**config.mk**
```make
export PLATFORM = sky130hd
export DESIGN_NAME = xadc_drp_sampler
export DESIGN_NICKNAME = d
export VERILOG_FILES = /design/src/rtl/xadc_drp_sampler_pkg.sv /design/src/rtl/xadc_drp_sampler.sv
export SDC_FILE = /design/constraint.sdc
export NUM_CORES = 1
export LEC_CHECK = 0
export ABC_AREA = 1
export CAP_MARGIN = 20
export CORE_ASPECT_RATIO = 1.5
export CORE_MARGIN = 2
export CORE_UTILIZATION = 52
export CTS_CLUSTER_SIZE = 20
export DETAILED_ROUTE_END_ITERATION = 8
export GPL_TIMING_DRIVEN = 0
export PLACE_DENSITY_LB_ADDON = 0.3
export SLEW_MARGIN = 40
export SYNTH_ARGS = -nofsm -noshare
export SYNTH_HDL_FRONTEND = slang
export SYNTH_SLANG_ARGS = --single-unit
```
**constraint.sdc**
```tcl
create_clock -name dclk_in -period 2.9 [get_ports dclk_in]
set_clock_uncertainty 0.1 [all_clocks]
set_input_delay 0.58 -clock dclk_in [delete_from_list [all_inputs] [get_ports dclk_in]]
set_output_delay 0.58 -clock dclk_in [all_outputs]
set_load 0.02 [all_outputs]
```
**src/rtl/xadc_drp_sampler_pkg.sv**
```systemverilog
// xadc_pkg: shared constants and types for the XADC DRP sampler.
//   XADC_VAUX4_ADDR / XADC_VAUX12_ADDR : DRP result register addresses
//   XADC_CODE_W                        : width of an XADC conversion code
//   XADC_DRDY_TIMEOUT                  : default drdy wait limit in dclk cycles
//   xadc_sampler_state_t               : sampler FSM states
//   xadc_sample_t                      : one published (current, voltage) pair
package xadc_pkg;
  localparam logic [6:0] XADC_VAUX4_ADDR   = 7'h14;
  localparam logic [6:0] XADC_VAUX12_ADDR  = 7'h1C;
  localparam int         XADC_CODE_W       = 12;
  localparam int         XADC_DRDY_TIMEOUT = 64;

  typedef enum logic [2:0] {
    ST_IDLE,
    ST_REQ_A,
    ST_WAIT_A,
    ST_REQ_B,
    ST_WAIT_B,
    ST_PUBLISH
  } xadc_sampler_state_t;

  typedef struct packed {
    logic [XADC_CODE_W-1:0] code_a;
    logic [XADC_CODE_W-1:0] code_b;
  } xadc_sample_t;
endpackage

```
**src/rtl/xadc_drp_sampler.sv**
```systemverilog
// xadc_drp_sampler: read-only DRP initiator for an XADC running a continuous
// VAUX4/VAUX12 sequence. Each EOS triggers a read of both result registers;
// the pair is published on a valid/ready stream through a one-entry output reg.
// Ports:
//   dclk_in, reset_n_in          : DRP clock, async active-low reset
//   eos_in                       : end-of-sequence pulse
//   den_out/dwe_out/daddr_out/di_out/drdy_in/do_in : DRP master (reads only)
//   sample_a_out/sample_b_out    : VAUX4 / VAUX12 12-bit codes
//   sample_valid_out/sample_ready_in : output stream handshake
//   overrun_out                  : pulse, completed pair dropped (output reg full)
//   timeout_out                  : pulse, drdy never came back
//   busy_out                     : read sequence in flight
module xadc_drp_sampler
  import xadc_pkg::*;
#(
  parameter logic [6:0] CH_A_ADDR    = XADC_VAUX4_ADDR,
  parameter logic [6:0] CH_B_ADDR    = XADC_VAUX12_ADDR,
  parameter int         DRDY_TIMEOUT = XADC_DRDY_TIMEOUT
) (
  input  logic        dclk_in,
  input  logic        reset_n_in,
  input  logic        eos_in,
  output logic        den_out,
  output logic        dwe_out,
  output logic [6:0]  daddr_out,
  output logic [15:0] di_out,
  input  logic        drdy_in,
  input  logic [15:0] do_in,
  output logic [11:0] sample_a_out,
  output logic [11:0] sample_b_out,
  output logic        sample_valid_out,
  input  logic        sample_ready_in,
  output logic        overrun_out,
  output logic        timeout_out,
  output logic        busy_out
);
  localparam int TW = $clog2(DRDY_TIMEOUT) + 1;
  localparam logic [TW-1:0] T_MAX  = '1;
  localparam logic [TW-1:0] T_LAST = TW'(DRDY_TIMEOUT - 1);

  xadc_sampler_state_t r_state;
  logic                r_eos_pending;
  logic [TW-1:0]       r_timer;
  logic                r_den;
  logic [6:0]          r_daddr;
  logic                r_overrun;
  logic                r_timeout;
  logic                r_valid;
  xadc_sample_t        r_shadow;
  xadc_sample_t        r_sample;

  // Low nibble of the DRP result is below XADC code resolution.
  logic w_unused_lsbs;
  assign w_unused_lsbs = ^do_in[3:0];

  always_ff @(posedge dclk_in or negedge reset_n_in) begin
    if (!reset_n_in) begin
      r_state       <= ST_IDLE;
      r_eos_pending <= 1'b0;
      r_timer       <= '0;
      r_den         <= 1'b0;
      r_daddr       <= '0;
      r_overrun     <= 1'b0;
      r_timeout     <= 1'b0;
      r_valid       <= 1'b0;
      r_shadow      <= '0;
      r_sample      <= '0;
    end else begin
      r_den     <= 1'b0;
      r_overrun <= 1'b0;
      r_timeout <= 1'b0;
      if (r_valid && sample_ready_in) r_valid <= 1'b0;
      // EOS while busy is remembered once; more pulses merge into it.
      if (eos_in && r_state != ST_IDLE) r_eos_pending <= 1'b1;
      // Timer counts dclk cycles since den (zero in the REQ cycle), saturating.
      if (r_timer != T_MAX) r_timer <= r_timer + 1'b1;

      case (r_state)
        ST_IDLE: begin
          if (eos_in || r_eos_pending) begin
            r_state       <= ST_REQ_A;
            r_eos_pending <= 1'b0;
            r_den         <= 1'b1;
            r_daddr       <= CH_A_ADDR;
            r_timer       <= '0;
          end
        end
        ST_REQ_A: r_state <= ST_WAIT_A;
        ST_WAIT_A: begin
          if (drdy_in) begin
            r_shadow.code_a <= do_in[15:4];
            r_state         <= ST_REQ_B;
            r_den           <= 1'b1;
            r_daddr         <= CH_B_ADDR;
            r_timer         <= '0;
          end else if (r_timer == T_LAST) begin
            r_timeout <= 1'b1;
            r_shadow  <= '0;
            r_state   <= ST_IDLE;
          end
        end
        ST_REQ_B: r_state <= ST_WAIT_B;
        ST_WAIT_B: begin
          if (drdy_in) begin
            r_shadow.code_b <= do_in[15:4];
            r_state         <= ST_PUBLISH;
          end else if (r_timer == T_LAST) begin
            r_timeout <= 1'b1;
            r_shadow  <= '0;
            r_state   <= ST_IDLE;
          end
        end
        ST_PUBLISH: begin
          // Load when the slot is free or draining this cycle; otherwise the
          // new pair is lost and the held one stays untouched.
          if (!r_valid || sample_ready_in) begin
            r_sample <= r_shadow;
            r_valid  <= 1'b1;
          end else begin
            r_overrun <= 1'b1;
          end
          r_state <= ST_IDLE;
        end
        default: r_state <= ST_IDLE;
      endcase
    end
  end

  assign den_out          = r_den;
  assign dwe_out          = 1'b0;
  assign daddr_out        = r_daddr;
  assign di_out           = '0;
  assign sample_a_out     = r_sample.code_a;
  assign sample_b_out     = r_sample.code_b;
  assign sample_valid_out = r_valid;
  assign overrun_out      = r_overrun;
  assign timeout_out      = r_timeout;
  assign busy_out         = (r_state != ST_IDLE);
endmodule

```
==> run_results.csv, run 1 <==
group,metric,value,unit
worst_setup_path,cp-start-kind,"register",
synth,yosys-top-cells-area,"dfrtp_1, nand2_1, buf_4",
floorplan,initial_core_util,53.1,%
placement,dp_cells,471,
pwr,total_leakage_power,2.01,nW
clock_tree,cts.path.max_buffers,2,
cells_and_area,drive_gt1_share,12.3,%
global_routing,antenna_found_initial,0,
worst_setup_path,criticalPathCategory,"reg2out",
pwr,switching_share,36.0,%
pwr,p_sw,1.19,mW
timing,timing.hold.ws,0.0286,ns
pwr,vdd_ir_drop_max,0.648,mV
global_routing,grt_pass1_vias,2065,
synth,synth_top_cell_by_area,"dfrtp_1",
clock_tree,cts_tree,"yes",
cells_and_area,fin_area,3710,um^2
pwr,pwr-share-seq,42.3,%
cells_and_area,register_area,1630,um^2
drt,ant_nets,0,
cells_and_area,num-fill-cells,425,
pwr,p_comb_share,36.1,%
timing,max_freq,411,MHz
drt,wirelength,5610,um
synth,syn_area,2870,um^2
placement,port_buffers,48,
timing,setup-tns-final,0,ns
cells_and_area,final_cells,486,
worst_setup_path,cp.required,2.22,ns
floorplan,fp.dieW,64.7,um
cells_and_area,area_growth,29.2,%
cells_and_area,antennaDiodeCount,0,
drt,drt_pre_antenna_iters,4,
floorplan,pin_count,74,
clock_tree,insertion_delay,0.34,ns
worst_setup_path,cp_max_fo,5,
timing,finalMaxSlewViolations,0,
synth,syn_avg_cell_area,8.65,um^2
synth,synth-seq-cells,65,
timing,fin_crit,2.43,ns
synth,synthCells,332,
clock_tree,htree_levels,3,
clock_tree,clk_pin_slew_worst_paths,0.07,ns
min_path,hold_path.class,"in2async",
synth,netlist.area_leader.share,56.6,%
synth,yosysWarningCount,0,
cells_and_area,multi_input_area,996,um^2
timing,rsz0062_at_grt,"no",
placement,gp_congestion,0.882,
clock_tree,cts_setup_buffers,0,
floorplan,core,5410,um^2
synth,synth_cell_types,23,
flow_run,maxCapViolations,0,
floorplan,die_y,95.0,um
clock_tree,clock-sinks,65,
clock_tree,cts_made_buffers,9,
drt,drc_errors,0,
drt,drtIter0Drc,119,
global_routing,grt_max_degree,45,
placement,place_area,3530,um^2
timing,min_period_over_period,83.8,%
cells_and_area,nets,434,
pwr,p_int,2.11,mW
synth,yosysSeqAreaShare,56.6,%
timing,setup_viol_count_final,0,
clock_tree,cts_resized,0,
clock_tree,ctsHoldBuffers,0,
drt,wl_per_cell,11.6,um
clock_tree,clk_root_buffer_cell,"clkbuf_8",
global_routing,track_usage,20.1,%
pwr,clkPwrFrac,21.6,%
drt,vias,2278,
floorplan,rows,33,
placement,dpl.hpwl,4120,um
global_routing,grt_pass1_wl,9310,um
worst_setup_path,cp-end-kind,"primary output",
timing,final_hold_viol_count,0,
floorplan,die_area,6140,um^2
pwr,power.density,890,nW/um^2
global_routing,gr-total-overflow,0,
status,status,"finished clean",
worst_setup_path,arrival,1.75,ns
drt,via_per_inst,4.69,
## cells in the mapped netlist
| master | count |
|---|---|
| a211oi_1 | 1 |
| a21oi_1 | 4 |
| a31oi_1 | 1 |
| buf_2 | 1 |
| buf_4 | 25 |
| buf_6 | 5 |
| clkbuf_1 | 2 |
| conb_1 | 1 |
| dfrtp_1 | 65 |
| ha_1 | 1 |
| inv_1 | 17 |
| inv_2 | 1 |
| nand2_1 | 148 |
| nand2_4 | 1 |
| nand3_1 | 36 |
| nor2_1 | 14 |
| nor3_4 | 1 |
| o21ai_0 | 3 |
| o21ai_2 | 1 |
| o21bai_1 | 1 |
| or2_2 | 1 |
| xnor2_1 | 1 |
| xor2_1 | 1 |
## area by class of cell
cell class / instances / area share [%]
inverters: 18 / 1.82
multi-input cells: 236 / 26.9
repair buffers: 49 / 13.4
flip-flops and latches: 65 / 43.9
plain buffers: 33 / 6.92
well taps: 70 / 2.36
clock inverters: 4 / 1.21
clock buffers: 11 / 3.54
## cells by family after synthesis
family | share of synthesized area, %
adder cells (fa/ha/maj) | 0.436
other | 0.131
AO/OA/AOI/OAI | 2.27
XOR/XNOR | 0.610
buffers and inverters | 11.3
AND/OR/NAND/NOR | 28.6
flip-flops | 56.6
## per-layer routing
layer | GRT usage (%) | wire length (um) | share of wire, % | vias to the layer above
met5 | 0 | 0 | 0 | -
met1 | 22.6 | 2270 | 40 | 1055
met4 | 9.04 | 79 | 1.4 | 0
li1 | - | - | - | 1151
met3 | 3.66 | 246 | 4.4 | 8
met2 | 36.8 | 3020 | 54 | 64
## metrics by stage
stage               util (%)  setup slack, ns  total power [mW]
finish                  68.6            0.469              3.30
floorplan                  -             1.40              2.14
detailed placement      65.3            0.764              2.61
CTS                     68.6            0.461              3.32
global placement        65.0           -0.882              2.56
global route            68.6            0.345              3.53
## placed cells by master (no fill, tap or decap), drive strengths merged, types with 3 or more instances in the layout
| cell | instances |
|---|---|
| conb | 21 |
| a21oi | 4 |
| clkbuf | 13 |
| nor2 | 14 |
| nand3 | 36 |
| dfrtp | 65 |
| clkdlybuf4s50 | 47 |
| o21ai | 4 |
| nand2 | 149 |
| clkinv | 3 |
| buf | 33 |
| inv | 18 |
## power by group through the flow
stage | Combinational [mW] | Clock [mW] | Sequential [mW]
5_1_grt | 1.33 | 0.761 | 1.43
3_3_place_gp | 1.17 | 0 | 1.40
3_5_place_dp | 1.20 | 0 | 1.41
2_1_floorplan | 0.599 | 0 | 1.54
4_1_cts | 1.20 | 0.721 | 1.40
6_report | 1.19 | 0.712 | 1.40
## worst paths after layout
path                                              from                     endpoint  slack (ns)  cells after the start
max                             r_state[2]$_DFFE_PN0P_                     busy_out        0.47                      3
min                                         reset_n_in  sample_b_out[1]$_DFFE_PN0P_        0.03                      1
max reg2reg                       r_timer[0]$_DFF_PN0_     r_shadow[19]$_DFFE_PN0P_        1.11                      9
min reg2reg                sample_b_out[7]$_DFFE_PN0P_  sample_b_out[7]$_DFFE_PN0P_        0.37                      2
max in group asynchronous                   reset_n_in     r_shadow[23]$_DFFE_PN0P_        2.15                      2
min in group dclk_in       sample_b_out[7]$_DFFE_PN0P_  sample_b_out[7]$_DFFE_PN0P_        0.37                      2
## state kept, by name (all words and copies together) (netlist names)
name              cells
r_state               3
daddr_out             2
sample_valid_out      1
overrun_out           1
sample_a_out         12
den_out               1
r_eos_pending         1
r_timer               7
r_shadow             24
timeout_out           1
sample_b_out         12
## worst max-delay path, stage by stage, from the launching register on
cell,delay [ns]
dfrtp_1,0.43
nor2_1,0.24
nand2_1,0.18
clkdlybuf4s50_1,0.57
Power figures use the tool's default switching activity.
==> inputs of run 2 (changes only) <==
--- a/config.mk
+++ b/config.mk
@@ -9,7 +9,7 @@
 export CAP_MARGIN = 20
 export CORE_ASPECT_RATIO = 1.5
 export CORE_MARGIN = 2
-export CORE_UTILIZATION = 52
+export CORE_UTILIZATION = 44
 export CTS_CLUSTER_SIZE = 20
 export DETAILED_ROUTE_END_ITERATION = 8
 export GPL_TIMING_DRIVEN = 0
==> constraint.sdc (replaced) <==
create_clock -name dclk_in -period 2.1 [get_ports dclk_in]
set_clock_uncertainty 0.1 [all_clocks]
set_input_delay 0.42 -clock dclk_in [delete_from_list [all_inputs] [get_ports dclk_in]]
set_output_delay 0.42 -clock dclk_in [all_outputs]
set_load 0.02 [all_outputs]
==> run 2 against run 1 <==
Compared with the run above: via count fell by 0.83%; combinational power is 37% higher; clock power up 81%; utilization is 9.3 points lower; cell area increased by 2.3%; critical path depth is the same; worst setup slack worse by 0.35 ns; power up 47%; non-clock buffer count grew 1; global-route usage down 2.9 points; critical path type unchanged; largest cell class unchanged; largest power group unchanged; highest routed layer unchanged.
==> run_results.csv, run 2 (synthesized netlist as in run 1, its figures left out) <==
group,metric,value,unit
global_routing,use_met1,19.8,%
timing,min_period_over_period,94.1,%
pwr,power.density,1280,nW/um^2
cells_and_area,largest_reg_flops,24,
min_path,hold_path_startpoint,"sample_b_out[0]$_DFFE_PN0P_",
timing,setup-tns-final,0,ns
timing,fin_ws,0.123,ns
drt,wirelength,5710,um
worst_setup_path,cp-start-kind,"register",
floorplan,die_area,7200,um^2
global_routing,gr-total-overflow,0,
floorplan,pin_count,74,
drt,wl_per_cell,11.6,um
floorplan,fp.dieW,70.0,um
timing,rsz0062_at_grt,"no",
cells_and_area,fin_area,3790,um^2
drt,via_per_inst,4.57,
cells_and_area,top_register,"r_shadow",
worst_setup_path,regToRegEndpoint,"r_shadow[11]$_DFFE_PN0P_",
drt,ant_nets,0,
clock_tree,cts_setup_buffers,0,
placement,dpl.hpwl,4240,um
timing,timing.hold.ws,0.372,ns
clock_tree,insertion_delay,0.34,ns
global_routing,met2_usage,30.8,%
global_routing,track_usage,17.2,%
clock_tree,htree_levels,3,
worst_setup_path,r2r_start,"r_timer[1]$_DFF_PN0_",
placement,post-place-ws,0.101,ns
floorplan,rows,36,
flow_run,maxCapViolations,0,
timing,max_freq,506,MHz
cells_and_area,antennaDiodeCount,0,
floorplan,core,6400,um^2
clock_tree,clk_root_buffer_cell,"clkbuf_8",
pwr,total_leakage_power,2.04,nW
drt,vias,2259,
worst_setup_path,cp_max_fo,5,
pwr,vdd_ir_drop_max,0.635,mV
worst_setup_path,cp.required,1.58,ns
timing,finalMaxSlewViolations,0,
worst_setup_path,r2r_slack,0.35,ns
cells_and_area,nets,435,
clock_tree,clk_pin_slew_worst_paths,0.07,ns
status,status,"finished clean",
clock_tree,clock-sinks,65,
floorplan,initial_core_util,44.9,%
drt,drtIter0Drc,161,
placement,gp_congestion,0.872,
drt,drc_errors,0,
worst_setup_path,reg2regPathDepth,9,
worst_setup_path,criticalPathCategory,"reg2out",
pwr,power,4.85,mW
timing,fin_crit,1.98,ns
placement,place_area,3540,um^2
global_routing,grt_pass1_wl,9590,um
global_routing,antenna_found_initial,0,
placement,port_buffers,48,
min_path,whs_endpoint,"sample_b_out[0]$_DFFE_PN0P_",
cells_and_area,mostFrequentLayoutCells,"nand2_1, dfrtp_1, clkdlybuf4s50_1, nand3_1, buf_4",
cells_and_area,layout_commonest_cell,"nand2_1",
global_routing,grt_pass1_vias,2101,
min_path,hold_path.class,"reg2reg",
timing,setup_viol_count_final,0,
worst_setup_path,cp-end-kind,"primary output",
floorplan,die_y,103,um
clock_tree,cts.path.max_buffers,2,
worst_setup_path,arrival,1.46,ns
timing,final_hold_viol_count,0,
global_routing,grtUsageMet3,3.32,%
min_path,min_path_cells,2,
drt,drt_pre_antenna_iters,4,
global_routing,grt_max_degree,40,
clock_tree,cts_tree,"yes",
cells_and_area,drive_gt1_share,13.2,%
cells_and_area,area_growth,32.1,%
global_routing,top_usage_layer,"met2",
clock_tree,cts_made_buffers,9,
==> run 2: cell count changes in the layout (fill, tap and decap cells not counted), sizes merged <==
cell           before  now
bufinv              1    3
clkbuf             13   11
clkdlybuf4s50      47   46
dlygate4sd2         0    1
dlygate4sd3         0    1
inv                18   19
==> run 2: metrics by stage <==
step | utilization (%) | cells
finish | 59.3 | 494
floorplan | - | 352
detailed placement | 55.3 | 477
global route | 59.3 | 494
CTS | 59.3 | 494
global placement | 55.1 | 476
==> run 2: worst max-delay path by stage <==
stage | slack [ns] | startpoint | depth (start not counted) | endpoint
2_1_floorplan | 0.61 | r_timer[0]$_DFF_PN0_ | 9 | r_shadow[10]$_DFFE_PN0P_
3_3_place_gp | -1.58 | reset_n_in | 1 | sample_a_out[1]$_DFFE_PN0P_
3_5_place_dp | 0.10 | sample_ready_in | 6 | sample_b_out[11]$_DFFE_PN0P_
4_1_cts | 0.05 | r_state[2]$_DFFE_PN0P_ | 3 | busy_out
5_1_grt | 0.03 | r_state[2]$_DFFE_PN0P_ | 3 | busy_out
6_report | 0.12 | r_state[2]$_DFFE_PN0P_ | 3 | busy_out
==> run 2: per-layer routing <==
metal / part of all wire (%) / vias to the layer above
met5: 0 / -
met3: 4.4 / 7
met4: 1.4 / 0
met2: 53 / 56
met1: 41 / 1039
li1: - / 1157
==> run 2: layout make-up <==
type | count | area, um^2
fillers | 579 | 2600
well taps | 76 | 95.1
clock inverters | 7 | 118
clock buffers | 9 | 124
inverters | 18 | 67.6
flip-flops and latches | 65 | 1630
repair buffers | 50 | 507
multi-input cells | 236 | 998
plain buffers | 33 | 256
==> run 2: worst max-delay path, cell delays in order, from the launching register on <==
cell and delay, ns:
dfrtp_1 0.44, nor2_2 0.19, nand2_1 0.14, dlygate4sd2_1 0.35
==> run 2: where the power goes <==
part | switching (mW) | total, mW | leakage (nW) | internal [mW]
combinational | 0.932 | 1.63 | 1.07 | 0.698
sequential | 0.257 | 1.93 | 0.847 | 1.68
clock | 0.496 | 1.29 | 0.124 | 0.790
==> run 2: timing repair <==
action / in CTS / in global routing
endpoints found under the hold margin: 26 / 0
endpoints found under the setup margin: 1 / 1
hold buffers: 1 / 0
resized for setup: 1 / 1
